### src/rtl/nubus_arb_seq.sv
// nubus_arb_seq
// Arbitration sequencer for the card's NuBus master path. Takes a level
// request from the local master and raises RQST at a point that fits the
// observed START/ACK traffic. It then enables the ARB line driver for a settle
// window, samples GRANT, and waits for the bus to go idle. After that it gives
// OWNER to the master until DONE. A fairness latch blocks a new request after
// a tenure until RQST has been seen released on the bus.
//
// Optional feature, guarded by macro ARB_SEQ_TIMEOUT_EN:
//   Adds an arbitration watchdog. It pulses ARB_TMO and abandons the attempt
//   when the sequencer spends TMO_CYCLES clocks in PEND/ARB/WAIT_BUS. Without
//   the macro, ARB_TMO is tied low and the sequencer waits indefinitely.
//
// All outputs are registered. They are decoded from the next state, so each
// output changes on the same edge as the state it belongs to.

module nubus_arb_seq #(
  parameter int ARB_CYCLES = 2,
  parameter int TMO_CYCLES = 255
) (
  input  logic CLK,
  input  logic RESET,
  input  logic REQ,
  input  logic DONE,
  input  logic START_I,
  input  logic ACK_I,
  input  logic RQST_I,
  input  logic GRANT,
  output logic ARBENA,
  output logic RQST_O,
  output logic OWNER,
  output logic ARB_TMO
);

  typedef enum logic [2:0] {
    S_IDLE     = 3'd0,
    S_PEND     = 3'd1,
    S_ARB      = 3'd2,
    S_WAIT_BUS = 3'd3,
    S_OWN      = 3'd4
  } state_t;

  // Last settle-window count value; GRANT is sampled while cnt equals this.
  localparam logic [2:0] ARB_LAST = 3'(ARB_CYCLES - 1);

  // Catch illegal parameter values at elaboration rather than in the field.
  if ((ARB_CYCLES < 1) || (ARB_CYCLES > 7)) begin : g_bad_arb_cycles
    $error("nubus_arb_seq: ARB_CYCLES must be in 1..7");
  end
  if ((TMO_CYCLES < 1) || (TMO_CYCLES > 65535)) begin : g_bad_tmo_cycles
    $error("nubus_arb_seq: TMO_CYCLES must be in 1..65535");
  end

  // Helpers that decode which outputs a given state drives.
  function automatic logic f_drives_rqst(input state_t s);
    logic v;
    case (s)
      S_PEND, S_ARB, S_WAIT_BUS: v = 1'b1;
      default:                   v = 1'b0;
    endcase
    return v;
  endfunction

  function automatic logic f_drives_arbena(input state_t s);
    logic v;
    case (s)
      S_ARB, S_WAIT_BUS: v = 1'b1;
      default:           v = 1'b0;
    endcase
    return v;
  endfunction

  state_t     r_state;
  state_t     w_state_fsm;
  state_t     w_state_nxt;
  logic [2:0] r_cnt;
  logic [2:0] w_cnt_nxt;
  logic       r_bus_busy;
  logic       w_bus_busy_nxt;
  logic       r_fair_block;
  logic       w_fair_nxt;
  logic       w_fair_set_fsm;
  logic       w_fair_set;
  logic       w_tmo_hit;
  logic       w_arb_tmo_nxt;
  logic       r_arbena;
  logic       r_rqst_o;
  logic       r_owner;
  logic       r_arb_tmo;

`ifdef ARB_SEQ_TIMEOUT_EN
  localparam int WDT_W = (TMO_CYCLES > 255) ? 16 : 8;
  localparam logic [WDT_W-1:0] WDT_LAST = WDT_W'(TMO_CYCLES - 1);

  logic [WDT_W-1:0] r_wdt;
  logic [WDT_W-1:0] w_wdt_nxt;

  // Watchdog: counts clocks spent trying to win the bus; expires on WDT_LAST.
  // The pulse is pre-computed from the next state so that ARB_TMO stays registered.
  always_comb begin
    w_wdt_nxt     = {WDT_W{1'b0}};
    w_tmo_hit     = 1'b0;
    w_arb_tmo_nxt = 1'b0;
    if (f_drives_rqst(r_state)) begin
      w_wdt_nxt = r_wdt + WDT_W'(1);
      w_tmo_hit = (r_wdt == WDT_LAST);
    end else begin
      w_wdt_nxt = {WDT_W{1'b0}};
      w_tmo_hit = 1'b0;
    end
    if (f_drives_rqst(w_state_nxt)) begin
      w_arb_tmo_nxt = (w_wdt_nxt == WDT_LAST);
    end else begin
      w_arb_tmo_nxt = 1'b0;
    end
  end

  // Watchdog counter register.
  always_ff @(posedge CLK or posedge RESET) begin
    if (RESET) begin
      r_wdt <= {WDT_W{1'b0}};
    end else begin
      r_wdt <= w_wdt_nxt;
    end
  end
`else
  // Without the watchdog, no attempt is ever abandoned.
  always_comb begin
    w_tmo_hit     = 1'b0;
    w_arb_tmo_nxt = 1'b0;
  end
`endif

  // Track whether a NuBus transaction is in progress. An attention cycle
  // (START and ACK together) leaves the tracked state as it was.
  always_comb begin
    w_bus_busy_nxt = r_bus_busy;
    if (START_I && !ACK_I) begin
      w_bus_busy_nxt = 1'b1;
    end else if (ACK_I && !START_I) begin
      w_bus_busy_nxt = 1'b0;
    end else begin
      w_bus_busy_nxt = r_bus_busy;
    end
  end

  // Arbitration next-state logic and settle-window counter.
  always_comb begin
    w_state_fsm    = r_state;
    w_cnt_nxt      = 3'd0;
    w_fair_set_fsm = 1'b0;
    case (r_state)
      S_IDLE: begin
        if (REQ && !r_fair_block) begin
          if (!r_bus_busy || START_I) begin
            w_state_fsm = S_ARB;
          end else begin
            w_state_fsm = S_PEND;
          end
        end else begin
          w_state_fsm = S_IDLE;
        end
      end
      S_PEND: begin
        if (!REQ) begin
          w_state_fsm = S_IDLE;
        end else if (START_I || !r_bus_busy) begin
          w_state_fsm = S_ARB;
        end else begin
          w_state_fsm = S_PEND;
        end
      end
      S_ARB: begin
        if (!REQ) begin
          w_state_fsm = S_IDLE;
        end else if (r_cnt == ARB_LAST) begin
          if (GRANT) begin
            w_state_fsm = S_WAIT_BUS;
          end else begin
            w_state_fsm = S_PEND;
          end
        end else begin
          w_state_fsm = S_ARB;
          w_cnt_nxt   = r_cnt + 3'd1;
        end
      end
      S_WAIT_BUS: begin
        if (!REQ) begin
          w_state_fsm = S_IDLE;
        end else if ((ACK_I && !START_I) || (!r_bus_busy && !START_I)) begin
          w_state_fsm = S_OWN;
        end else begin
          w_state_fsm = S_WAIT_BUS;
        end
      end
      S_OWN: begin
        if (DONE) begin
          w_state_fsm    = S_IDLE;
          w_fair_set_fsm = 1'b1;
        end else begin
          w_state_fsm = S_OWN;
        end
      end
      default: begin
        w_state_fsm = S_IDLE;
      end
    endcase
  end

  // A watchdog expiry overrides the normal transition and blocks the requester
  // the same way the end of a tenure does.
  always_comb begin
    w_state_nxt = w_state_fsm;
    w_fair_set  = w_fair_set_fsm;
    if (w_tmo_hit) begin
      w_state_nxt = S_IDLE;
      w_fair_set  = 1'b1;
    end else begin
      w_state_nxt = w_state_fsm;
      w_fair_set  = w_fair_set_fsm;
    end
  end

  // Fairness latch: set after our tenure, released once RQST is seen low.
  // If both happen in the same cycle, the set takes priority.
  always_comb begin
    w_fair_nxt = r_fair_block;
    if (w_fair_set) begin
      w_fair_nxt = 1'b1;
    end else if (!RQST_I) begin
      w_fair_nxt = 1'b0;
    end else begin
      w_fair_nxt = r_fair_block;
    end
  end

  // State, tracking flags and registered outputs.
  always_ff @(posedge CLK or posedge RESET) begin
    if (RESET) begin
      r_state      <= S_IDLE;
      r_cnt        <= 3'd0;
      r_bus_busy   <= 1'b0;
      r_fair_block <= 1'b0;
      r_arbena     <= 1'b0;
      r_rqst_o     <= 1'b0;
      r_owner      <= 1'b0;
      r_arb_tmo    <= 1'b0;
    end else begin
      r_state      <= w_state_nxt;
      r_cnt        <= w_cnt_nxt;
      r_bus_busy   <= w_bus_busy_nxt;
      r_fair_block <= w_fair_nxt;
      r_arbena     <= f_drives_arbena(w_state_nxt);
      r_rqst_o     <= f_drives_rqst(w_state_nxt);
      r_owner      <= (w_state_nxt == S_OWN);
      r_arb_tmo    <= w_arb_tmo_nxt;
    end
  end

  assign ARBENA  = r_arbena;
  assign RQST_O  = r_rqst_o;
  assign OWNER   = r_owner;
  assign ARB_TMO = r_arb_tmo;

endmodule

### config.mk
export PLATFORM = sky130hd
export DESIGN_NAME = nubus_arb_seq
export DESIGN_NICKNAME = d
export VERILOG_FILES = /design/src/rtl/nubus_arb_seq.sv
export SDC_FILE = /design/constraint.sdc
export NUM_CORES = 1
export LEC_CHECK = 0
export CELL_PAD_IN_SITES_DETAIL_PLACEMENT = 1
export CELL_PAD_IN_SITES_GLOBAL_PLACEMENT = 1
export CORE_MARGIN = 2
export CORE_UTILIZATION = 33
export CTS_CLUSTER_DIAMETER = 100
export CTS_CLUSTER_SIZE = 40
export DETAILED_ROUTE_END_ITERATION = 10
export PLACE_DENSITY = 0.71
export SETUP_SLACK_MARGIN = 0.2
export SLEW_MARGIN = 40
export SYNTH_ARGS = -nofsm -noshare
export SYNTH_HDL_FRONTEND = slang
export SYNTH_SLANG_ARGS = --single-unit
### constraint.sdc
create_clock -name CLK -period 1.4 [get_ports CLK]
set_clock_uncertainty 0.05 [all_clocks]
set_input_delay 0.28 -clock CLK [delete_from_list [all_inputs] [get_ports CLK]]
set_output_delay 0.28 -clock CLK [all_outputs]
set_load 0.02 [all_outputs]
==> qor.yml, run 1 <==
grt-ovfl-total: 0
syn_nets: 61
utilization_pct: 57.55
rrSetupSlack_ns: -0.13
final_area_um2: 887.1
die_area_um2: 2032
leakage_nw: 0.4219
slew_violations: 0
status: "complete, but fails checks"
start_util_pct: 36.12
cts_buffers: 3
cts_root_buf: "clkbuf_4"
hold_buffers: 0
cp-end-kind: "flip-flop"
insertion_delay_ns: 0.27
cts_sinks: 11
h-tree-depth: 1
synth_area_leaders: "dfrtp_1, nor2_1, ha_1"
grt_pass1_vias: 518
dr.pass1.iters: 4
dieWidth_um: 45.08
hold_viol_final: 0
gp_congestion: 0.7391
synth_area_per_cell_um2: 10.92
start_kind: "flip-flop"
netlist_instances: 51
reg2regPathDepth: 4
timing.final.ws_setup_ns: -0.1276
hp-class: "in -> async"
crit_path_max_fanout: 4
clk_path_buf_depth: 2
synthTopCellsByCount: "dfrtp_1, nor2_1, inv_1, nand2_1"
yosysMostFrequentCell: "dfrtp_1"
arrival_ns: 1.64
async_flop_share_pct: 100.0
dp_hpwl_um: 1064
drive_above_1_share_pct: 50.00
drc_errors: 0
synth.distinct_cells: 24
synth-edff-count: 0
critical_path_class: "reg -> reg"
io_pins: 12
area_growth_pct: 59.33
die_y_um: 45.08
vias: 508
fin_tns_setup_ns: -0.2126
min_period_over_period_pct: 109.1
synth_seq_cells: 11
seq_area_frac_synth_pct: 49.44
finalWirelength_um: 1556
grt_pass1_wl_um: 2511
drt_iter0_drc: 13
register_area_um2: 277.8
failed_checks: "setup timing"
maxCapViolCount: 0
cp.required_ns: 1.51
place_area_um2: 795.8
postRouteAntennaNets: 0
final.fill_count: 172
diodes: 0
cts.clk_slew.worst_paths_ns: 0.07
power-per-cell-area_nw_per_um2: 1458
peakVddDrop_mv: 0.7468
io_buffers: 10
post_drt_wl_per_cell_um: 15.88
rsz0062_at_grt: "yes"
via_per_inst: 5.184
fmax_ghz: 0.6546
synth_top_area_share_pct: 49.44
rows: 14
grt_start_max_net_pins: 12
fin_crit_ns: 1.528
yosysTopAreaCell: "dfrtp_1"
final_nets: 93
setup_violations: 3
ys_warn_count: 0
pre_cts_ws_ns: -0.5252
rr_startpoint: "r_cnt[1]"
fp.coreArea_um2: 1541
cts_tree: "done"
multi_input_area_um2: 331.6
syn_area_um2: 556.8
synth_flop_cell: "dfrtp_1"
r2r-end: "RQST_O"
antenna_found_initial: 0
grtUsageTotal_pct: 18.12
==> power by group <==
group	switching, mW	internal [mW]	total, mW	leakage (nW)
clock	0.115	0.110	0.226	0.0150
combinational	0.267	0.354	0.622	0.264
sequential	0.0587	0.387	0.446	0.143
total	0.441	0.852	1.29	0.422
==> stage by stage <==
stage               cells  hold WS (ns)  total power, mW
finish                 98        0.2552            1.293
global route           98        0.2990            1.369
CTS                    98        0.2524            1.233
detailed placement     92        0.4754           0.9827
global placement       92        0.4579           0.9704
floorplan              51       0.08244           0.6879
==> metal layers <==
metal / global-route usage, % / wire [um] / vias to the layer above
met5: 0 / 0 / -
met4: 5.294 / 19 / 0
met3: 6.000 / 77 / 2
met2: 29.43 / 742 / 11
met1: 22.86 / 717 / 252
li1: - / - / 243
==> layout make-up <==
type                       count  share of cell area, %
inverter                       3                  1.269
sequential                    11                  31.31
timing repair buffer          28                  24.82
multi-input combinational     36                  37.38
tap                           16                  2.257
clock buffer                   4                  2.962
==> worst max-delay path, stage by stage (launching register included) <==
cell     delay, ns
dfrtp_1       0.44
nor4b_4       0.34
nor2_2        0.08
a211o_1       0.27
or2_1         0.24
==> registers in the layout, summed over array words and instances, names as in the netlist <==
signal        flops
r_bus_busy        1
ARBENA            1
OWNER             1
r_fair_block      1
RQST_O            1
r_cnt             3
r_state           3
==> kinds of logic (layout without fill, tap and decap cells) <==
kind of cell / count (synthesis) / in the layout / synth area share, %
buf+inv: 4 / 35 / 3.371
mux: 2 / 2 / 4.045
other cells: 1 / 1 / 0.6735
flops: 11 / 11 / 49.44
fa+ha+maj: 2 / 2 / 4.494
xor+xnor: 1 / 1 / 1.573
compound gates: 9 / 9 / 13.26
simple gates: 21 / 21 / 23.15
==> how the worst max path moves through the flow <==
stage                     cells past startpoint      to  slack [ns]       start
after floorplan                               3  RQST_O       -0.01  r_state[0]
after global placement                        6  RQST_O       -0.50     START_I
after detailed placement                      6  RQST_O       -0.53     START_I
after CTS                                     3  RQST_O       -0.06  r_state[0]
after global routing                          4  RQST_O       -0.15    r_cnt[1]
final                                         4  RQST_O       -0.13    r_cnt[1]
==> what timing repair did <==
| action | 4_1_cts | 5_1_grt |
|---|---|---|
| setup buffers | 2 | 0 |
| resized for setup | 20 | 10 |
| endpoints found under the setup margin | 10 | 8 |
| pin swaps | 6 | 3 |
==> cells in the final DEF, fill, tap and decap left out, types with 2 or more instances in the layout <==
cell type        Yosys  routed
a211o_1              2       2
buf_2                0       3
buf_4                1      18
clkbuf_4             0       3
clkdlybuf4s50_1      0       4
dfrtp_1             11       9
dfrtp_2              0       2
dlygate4sd2_1        0       2
inv_1                3       3
mux2_2               2       2
nand2_1              3       2
nor2_1               7       6
o31ai_1              2       2
Note: power is estimated with default switching activity, not from simulation.
==> run 2: changes to the inputs <==
- ABC_AREA: unset -> 1
- CORE_UTILIZATION: 33 -> 37
- PLACE_DENSITY: 0.71 -> unset
- PLACE_DENSITY_LB_ADDON: unset -> 0.1
- clock period: 1.4 -> 1.8 ns (I/O delays scaled with it)
==> qor.yml, run 2 <==
critical_path_class: "in -> reg"
layout_common_cells: "inv_1, nand2_1, dfrtp_1"
grt_use_met3_pct: 3.750
netlist_instances: 73
dpl.cell_count: 98
diodes: 0
start_util_pct: 39.03
combPwrFrac_pct: 33.1
hp-class: "in -> async"
min_period_over_period_pct: 78.24
finalWirelength_um: 1079
fin_tns_setup_ns: 0
intPower_mw: 0.4721
synth_area_leaders: "dfrtp_1, inv_1, nand2_1"
arrival_ns: 1.57
synth_flop_cell: "dfrtp_1"
cts.clk_slew.worst_paths_ns: 0.07
pwr-share-clk_pct: 22.8
die_y_um: 43.40
gp_congestion: 0.7379
cp.required_ns: 1.96
final_cells: 102
vias: 477
async_flop_share_pct: 100.0
cts_root_buf: "clkbuf_4"
final_nets: 97
syn_nets: 83
synthTopCellsByCount: "inv_1, nand2_1, dfrtp_1, nor2_1, nand3_1"
synth_seq_cells: 11
p_switching_mw: 0.2628
cts_sinks: 11
status: "completed"
synth_area_per_cell_um2: 7.867
hold_buffers: 0
postRouteAntennaNets: 0
post_drt_wl_per_cell_um: 10.58
fp.coreArea_um2: 1471
p_seq_share_pct: 44.1
grt_busiest_layer: "met2"
postCtsSetupBuffers: 0
grt_start_max_net_pins: 12
dr.pass1.iters: 3
drt_iter0_drc: 2
synth_top_area_share_pct: 47.93
grt_pass1_vias: 458
utilization_pct: 48.47
fmax_ghz: 0.7100
io_buffers: 10
cp-end-kind: "flip-flop"
io_pins: 12
seq_area_frac_synth_pct: 47.93
synth.distinct_cells: 16
grt-ovfl-total: 0
hold_viol_final: 0
setup_violations: 0
dieWidth_um: 43.40
grtUsageTotal_pct: 14.47
dp_hpwl_um: 844.9
yosysTopAreaCell: "dfrtp_1"
switching_share_pct: 35.76
fin_crit_ns: 1.408
power-per-cell-area_nw_per_um2: 1031
die_area_um2: 1883
synth-edff-count: 0
rsz0062_at_grt: "no"
antenna_found_initial: 0
use_met1_pct: 16.89
timing.hold.ws_ns: 0.3488
maxCapViolCount: 0
largestRegisters: "r_cnt (3), r_state (3)"
grt_pass1_wl_um: 1883
cts_tree: "done"
syn_area_um2: 574.3
yosysMostFrequentCell: "inv_1"
crit_path_max_fanout: 3
insertion_delay_ns: 0.26
slew_violations: 0
h-tree-depth: 1
leakage_nw: 0.4033
met2_usage_pct: 21.79
via_per_inst: 4.676
peakVddDrop_mv: 0.3453
rows: 14
ys_warn_count: 0
drive_above_1_share_pct: 8.140
fin_total_pwr_mw: 0.7350
final_common_cell: "inv_1"
area_growth_pct: 24.18
start_kind: "primary input"
drc_errors: 0
cts_buffers: 3
clk_path_buf_depth: 2
==> run 2: final timing paths <==
check	cells past startpoint	to	slack [ns]	startpoint
setup reg to reg	7	RQST_O	0.62	r_bus_busy
hold reg to reg	1	r_cnt[0]	0.41	r_cnt[0]
hold / removal	2	r_bus_busy	0.35	RESET
min in group CLK	1	r_cnt[0]	0.41	r_cnt[0]
setup / recovery	8	RQST_O	0.39	START_I
max in group asynchronous	2	r_fair_block	1.05	RESET
==> run 2: final cells by class <==
| class | instances | area [um^2] |
|---|---|---|
| multi-input cells | 44 | 227.7 |
| fillers | 186 | 758.2 |
| well taps | 16 | 20.02 |
| inverters | 17 | 63.81 |
| flip-flops and latches | 11 | 275.3 |
| clock buffers | 4 | 26.28 |
| repair buffers | 10 | 100.1 |
==> run 2: routing by layer <==
metal,share of wire (%),vias up
met2,45,10
met1,49,220
met5,0,-
met4,2.7,0
li1,-,245
met3,3.3,2
==> run 2: logic make-up (layout without fill, tap and decap cells) <==
group,Yosys count,count (layout),synth area share [%]
compound gates,6,6,5.882
xor+xnor,1,1,1.525
fa+ha+maj,2,2,4.357
buf+inv,18,31,12.42
flops,11,11,47.93
other cells,1,1,0.6530
simple gates,34,34,27.23
==> run 2: metrics by stage <==
step	instance area [um^2]	worst slack, ns
3_3_place_gp	686.9	0.09923
5_1_grt	713.2	0.2582
2_1_floorplan	574.3	0.7313
4_1_cts	710.7	0.2001
3_5_place_dp	686.9	0.1013
6_report	713.2	0.3916
==> run 2: power groups by stage <==
stage	clock network [mW]	registers, mW	logic, mW
final	0.168	0.324	0.243
after global routing	0.191	0.329	0.276
after CTS	0.178	0.324	0.249
after detailed placement	0	0.330	0.264
after global placement	0	0.329	0.259
after floorplan	0	0.356	0.141
==> run 2: critical path, stage by stage <==
cell and delay, ns:
clkdlybuf4s50_1 0.50, inv_1 0.06, ha_1 0.19, a21oi_1 0.16, nand2_1 0.10, nand2_1 0.08
nor2_1 0.06, nand2_1 0.06
==> run 2: what timing repair did <==
| item | CTS | global route |
|---|---|---|
| setup endpoints to repair | 2 | 1 |
| pin swaps | 0 | 0 |
| resized for setup | 2 | 1 |
==> edit 1 (flow settings as in run 2) <==
Add a define of `ARB_SEQ_TIMEOUT_EN`.
--- a/src/rtl/nubus_arb_seq.sv
+++ b/src/rtl/nubus_arb_seq.sv
@@ -14,4 +14,6 @@
 // All outputs are registered. They are decoded from the next state, so each
 // output changes on the same edge as the state it belongs to.
+
+`define ARB_SEQ_TIMEOUT_EN
 
 module nubus_arb_seq #(
Formal check against the unedited RTL: same outputs for any inputs over 10 cycles, from zero or initial values and one cycle with RESET high; that may be too few to reach the edited logic, so the function may still have changed.
==> edit 1 against run 2 <==
Total power rose by 52%; sequential cell count rose by 9; routed wire length rose by 110%; design area rose by 77%; area after synthesis rose by 83%; register-to-register slack got worse by 0.26 ns; critical path depth did not move; worst setup slack got worse by 0.087 ns; critical path type unchanged.
==> edit 1: results (changes against run 2) <==
status finished, final reports clean; Synth Net Count 151 (+82%); Logic pwr share 0.317 (-0.014); Cell Area, Placed 1200 um2 (+75%); main area contributors after synthesis dfrtp_1 48%, inv_1 12%, nand2_1 10%, nand3_1 7.2%, nor2_1 5.4%; Post-Route WL 2.23 mm (+110%); die area 3280 um2 (+74%); biggest regs r_wdt (8), r_cnt (3), r_state (3); hold slack 0.335 ns (-0.0142 ns); Filler cells 347 (+87%); Commonest cells post-synth 34 x inv_1, 29 x nand2_1, 20 x dfrtp_1; Non-clk bufs 15 (+5); Post-DP HPWL 1.83 mm (+120%); Layout Nets 171 (+76%); port bufs 11 (+1); FF+latch count, synth 20 (+9); Peak supply drop 0.424 mV (+23%); clock power share 0.185 (-0.043); Iter 0 DRT Violations 15 (+13); crit-path max cell delay 0.48 ns (-0.02 ns); XOR/XNOR share of the synthesized area 0 (-0.0153); post-synthesis adder-cell area fraction 0.0477 (+0.00416); Reg clk slew, reported paths 0.10 ns (+0.03 ns); Worst EP arrival 1.67 ns (+0.10 ns); Core Util, Final 0.461 (-0.0238); Multi-input gate area 434 um2 (+91%); pre-CTS setup slack -0.0728 ns (-0.174 ns); Inverters 34 (+17); share of cells above drive strength 1 0.108 (+0.0269); cts repair resizes 5 (+3); sequential area share after synthesis 0.477 (-0.00198); total power 0.00111 W (+52%); number of clock buffers in the layout 3 (-1); number of global-route vias before repair 938 (+100%); reg2reg end ARB_TMO; Pre-antenna DRT Iters 4 (+1); Non-clock buffers, area share 0.107 (-0.0331); via count 906 (+90%); Cells after Synth 139 (+90%); internal power 0.000729 W (+54%); first-pass GRT wire length 3.97 mm (+110%); comb_multi_in 85 (+93%); dpl cells 182 (+86%); largest net degree at the start of global routing 21 (+9); gr usage total 0.157 (+0.0126); vias per cell 4.82 (+3.1%); R2R Setup Slk 0.36 ns (-0.26 ns); Storage cell area 502 um2 (+82%)
edit 1: cell types whose count changed after synthesis, sizes merged, moves of 2 or more:
cell   change
a21oi      +2
dfrtp      +9
ha         +2
inv       +17
nand2     +17
nand3      +8
nand4      +3
nor2       +9
o21ai      +2
edit 1: per-layer routing:
metal	global-route usage	vias to the layer above	part of all wire
met4	0.0598	0	0.013
met1	0.187	432	0.44
met5	0	-	0
met2	0.282	7	0.53
met3	0.0272	4	0.017
li1	-	463	-
edit 1: how the worst max path moves through the flow:
| stage | to | slack [ns] | depth (start not counted) |
|---|---|---|---|
| 2_1_floorplan | ARB_TMO | 0.47 | 9 |
| 3_3_place_gp | ARB_TMO | 0.03 | 8 |
| 3_5_place_dp | ARB_TMO | -0.07 | 8 |
| 4_1_cts | ARB_TMO | 0.24 | 9 |
| 5_1_grt | ARB_TMO | 0.22 | 7 |
| 6_report | ARB_TMO | 0.30 | 8 |
==> edit 2 (flow settings as in run 2) <==
Without the edit above. The 5 states of `state_t` get a one-hot encoding in 5 bits.
--- a/src/rtl/nubus_arb_seq.sv
+++ b/src/rtl/nubus_arb_seq.sv
@@ -33,10 +33,10 @@
 );
 
-  typedef enum logic [2:0] {
-    S_IDLE     = 3'd0,
-    S_PEND     = 3'd1,
-    S_ARB      = 3'd2,
-    S_WAIT_BUS = 3'd3,
-    S_OWN      = 3'd4
+  typedef enum logic [4:0] {
+    S_IDLE     = 5'b00001,
+    S_PEND     = 5'b00010,
+    S_ARB      = 5'b00100,
+    S_WAIT_BUS = 5'b01000,
+    S_OWN      = 5'b10000
   } state_t;
 
Formal check against the unedited RTL: no difference found for any inputs over 10 cycles, from zero or initial values and one cycle with RESET high; not proved beyond that.
==> edit 2 against run 2 <==
Maximum frequency fell by 2.9%; sequential cell count rose by 2; area after synthesis rose by 32%; total power rose by 23%; utilization fell by 1.7 points; worst setup slack got worse by 0.043 ns; design area rose by 27%; routed wire length rose by 38%; critical endpoint unchanged; largest power group unchanged.
==> edit 2: results (changes against run 2) <==
Synth Area in Compound Gates 0.0494 (-0.00940); Post-DP HPWL 1.25 mm (+48%); Syn. warnings 0 (unchanged); GR Util met1 0.176 (+0.00715); leakage 0.467 nW (+16%); sequential area share after synthesis 0.430 (-0.0493); P_clk 0.000178 W (+6%); first-pass GRT wire length 2.78 mm (+48%); Top delay family on crit path buffers and inverters; r2r startpoint r_state[0]; Pre-antenna DRT Iters 4 (+1); number of library cell types mapped by synthesis 22 (+6); clk tree area frac 0.0289 (-0.00792); Die X 49.3 um (+14%); share of cells above drive strength 1 0.136 (+0.0550); number of global-route vias before repair 692 (+51%); comb_multi_in 66 (+50%); biggest regs r_state (5), r_cnt (3); Synth Net Count 107 (+29%); M1 WL 672 um (+27%); Cell Area, Placed 886 um2 (+29%); status finished, final reports clean; FF+latch count, synth 13 (+2); XOR/XNOR share of the synthesized area 0.0115 (-0.00372); Iter 0 DRT Violations 6 (+4); via count 650 (+36%); Commonest cells post-synth 18 x nand2_1, 17 x inv_1, 15 x nor2_1; met2 wire length 753 um (+56%); sequential share of power 0.428 (-0.013); metal3 WL 37 um (+2.8%); largest net degree at the start of global routing 14 (+2); main area contributors after synthesis dfrtp_1 40%, nand2_1 8.9%, inv_1 8.4%, nor2_1 7.4%, nand3_1 4.6%; gr usage total 0.149 (+0.00408); met2 GRT Util 0.264 (+0.0456); internal power 0.000564 W (+19%); R2R Setup Slk 0.54 ns (-0.08 ns); Post-Route WL 1.48 mm (+38%); Filler cells 260 (+40%); cts repair resizes 3 (+1); Setup crit start START_I; reg2reg end RQST_O; met3 Track Usage GR 0.0184 (-0.0191); Layout Nets 121 (+25%); post-synthesis adder-cell area fraction 0.0329 (-0.0106); RePlAce Congestion 0.757 (+2.6%); fraction of area in registers 0.360 (-0.0265); mux share of post-synthesis cell area 0.0148 (+0.0148); Multi-input gate area 362 um2 (+59%); Non-clock buffers, area share 0.106 (-0.0343)
==> edit 2: changes by cell type after synthesis, sizes merged, moves of 2 or more <==
| cell | delta |
|---|---|
| nand4 | +3 |
| nor3 | -3 |
| nor2 | +10 |
| o21ai | +2 |
| nand2 | +8 |
==> edit 2: cell families (layout without fill, tap and decap cells) <==
group	Yosys count	after routing
other	1	1
buffers and inverters	18	31
XOR/XNOR	1	1
AO/OA/AOI/OAI	7	7
AND/OR/NAND/NOR	54	54
multiplexers	1	1
adder cells (fa/ha/maj)	2	2
flip-flops	13	13
==> edit 2: stage by stage <==
stage	cells	util	setup WS [ns]	hold WS, ns	total power [W]
2_1_floorplan	97	-	0.631	0.186	0.000645
3_3_place_gp	133	0.456	0.0952	0.432	0.000743
3_5_place_dp	133	0.456	0.0607	0.445	0.000757
4_1_cts	137	0.468	0.346	0.366	0.000923
5_1_grt	137	0.468	0.307	0.421	0.000984
6_report	137	0.468	0.349	0.353	0.000905
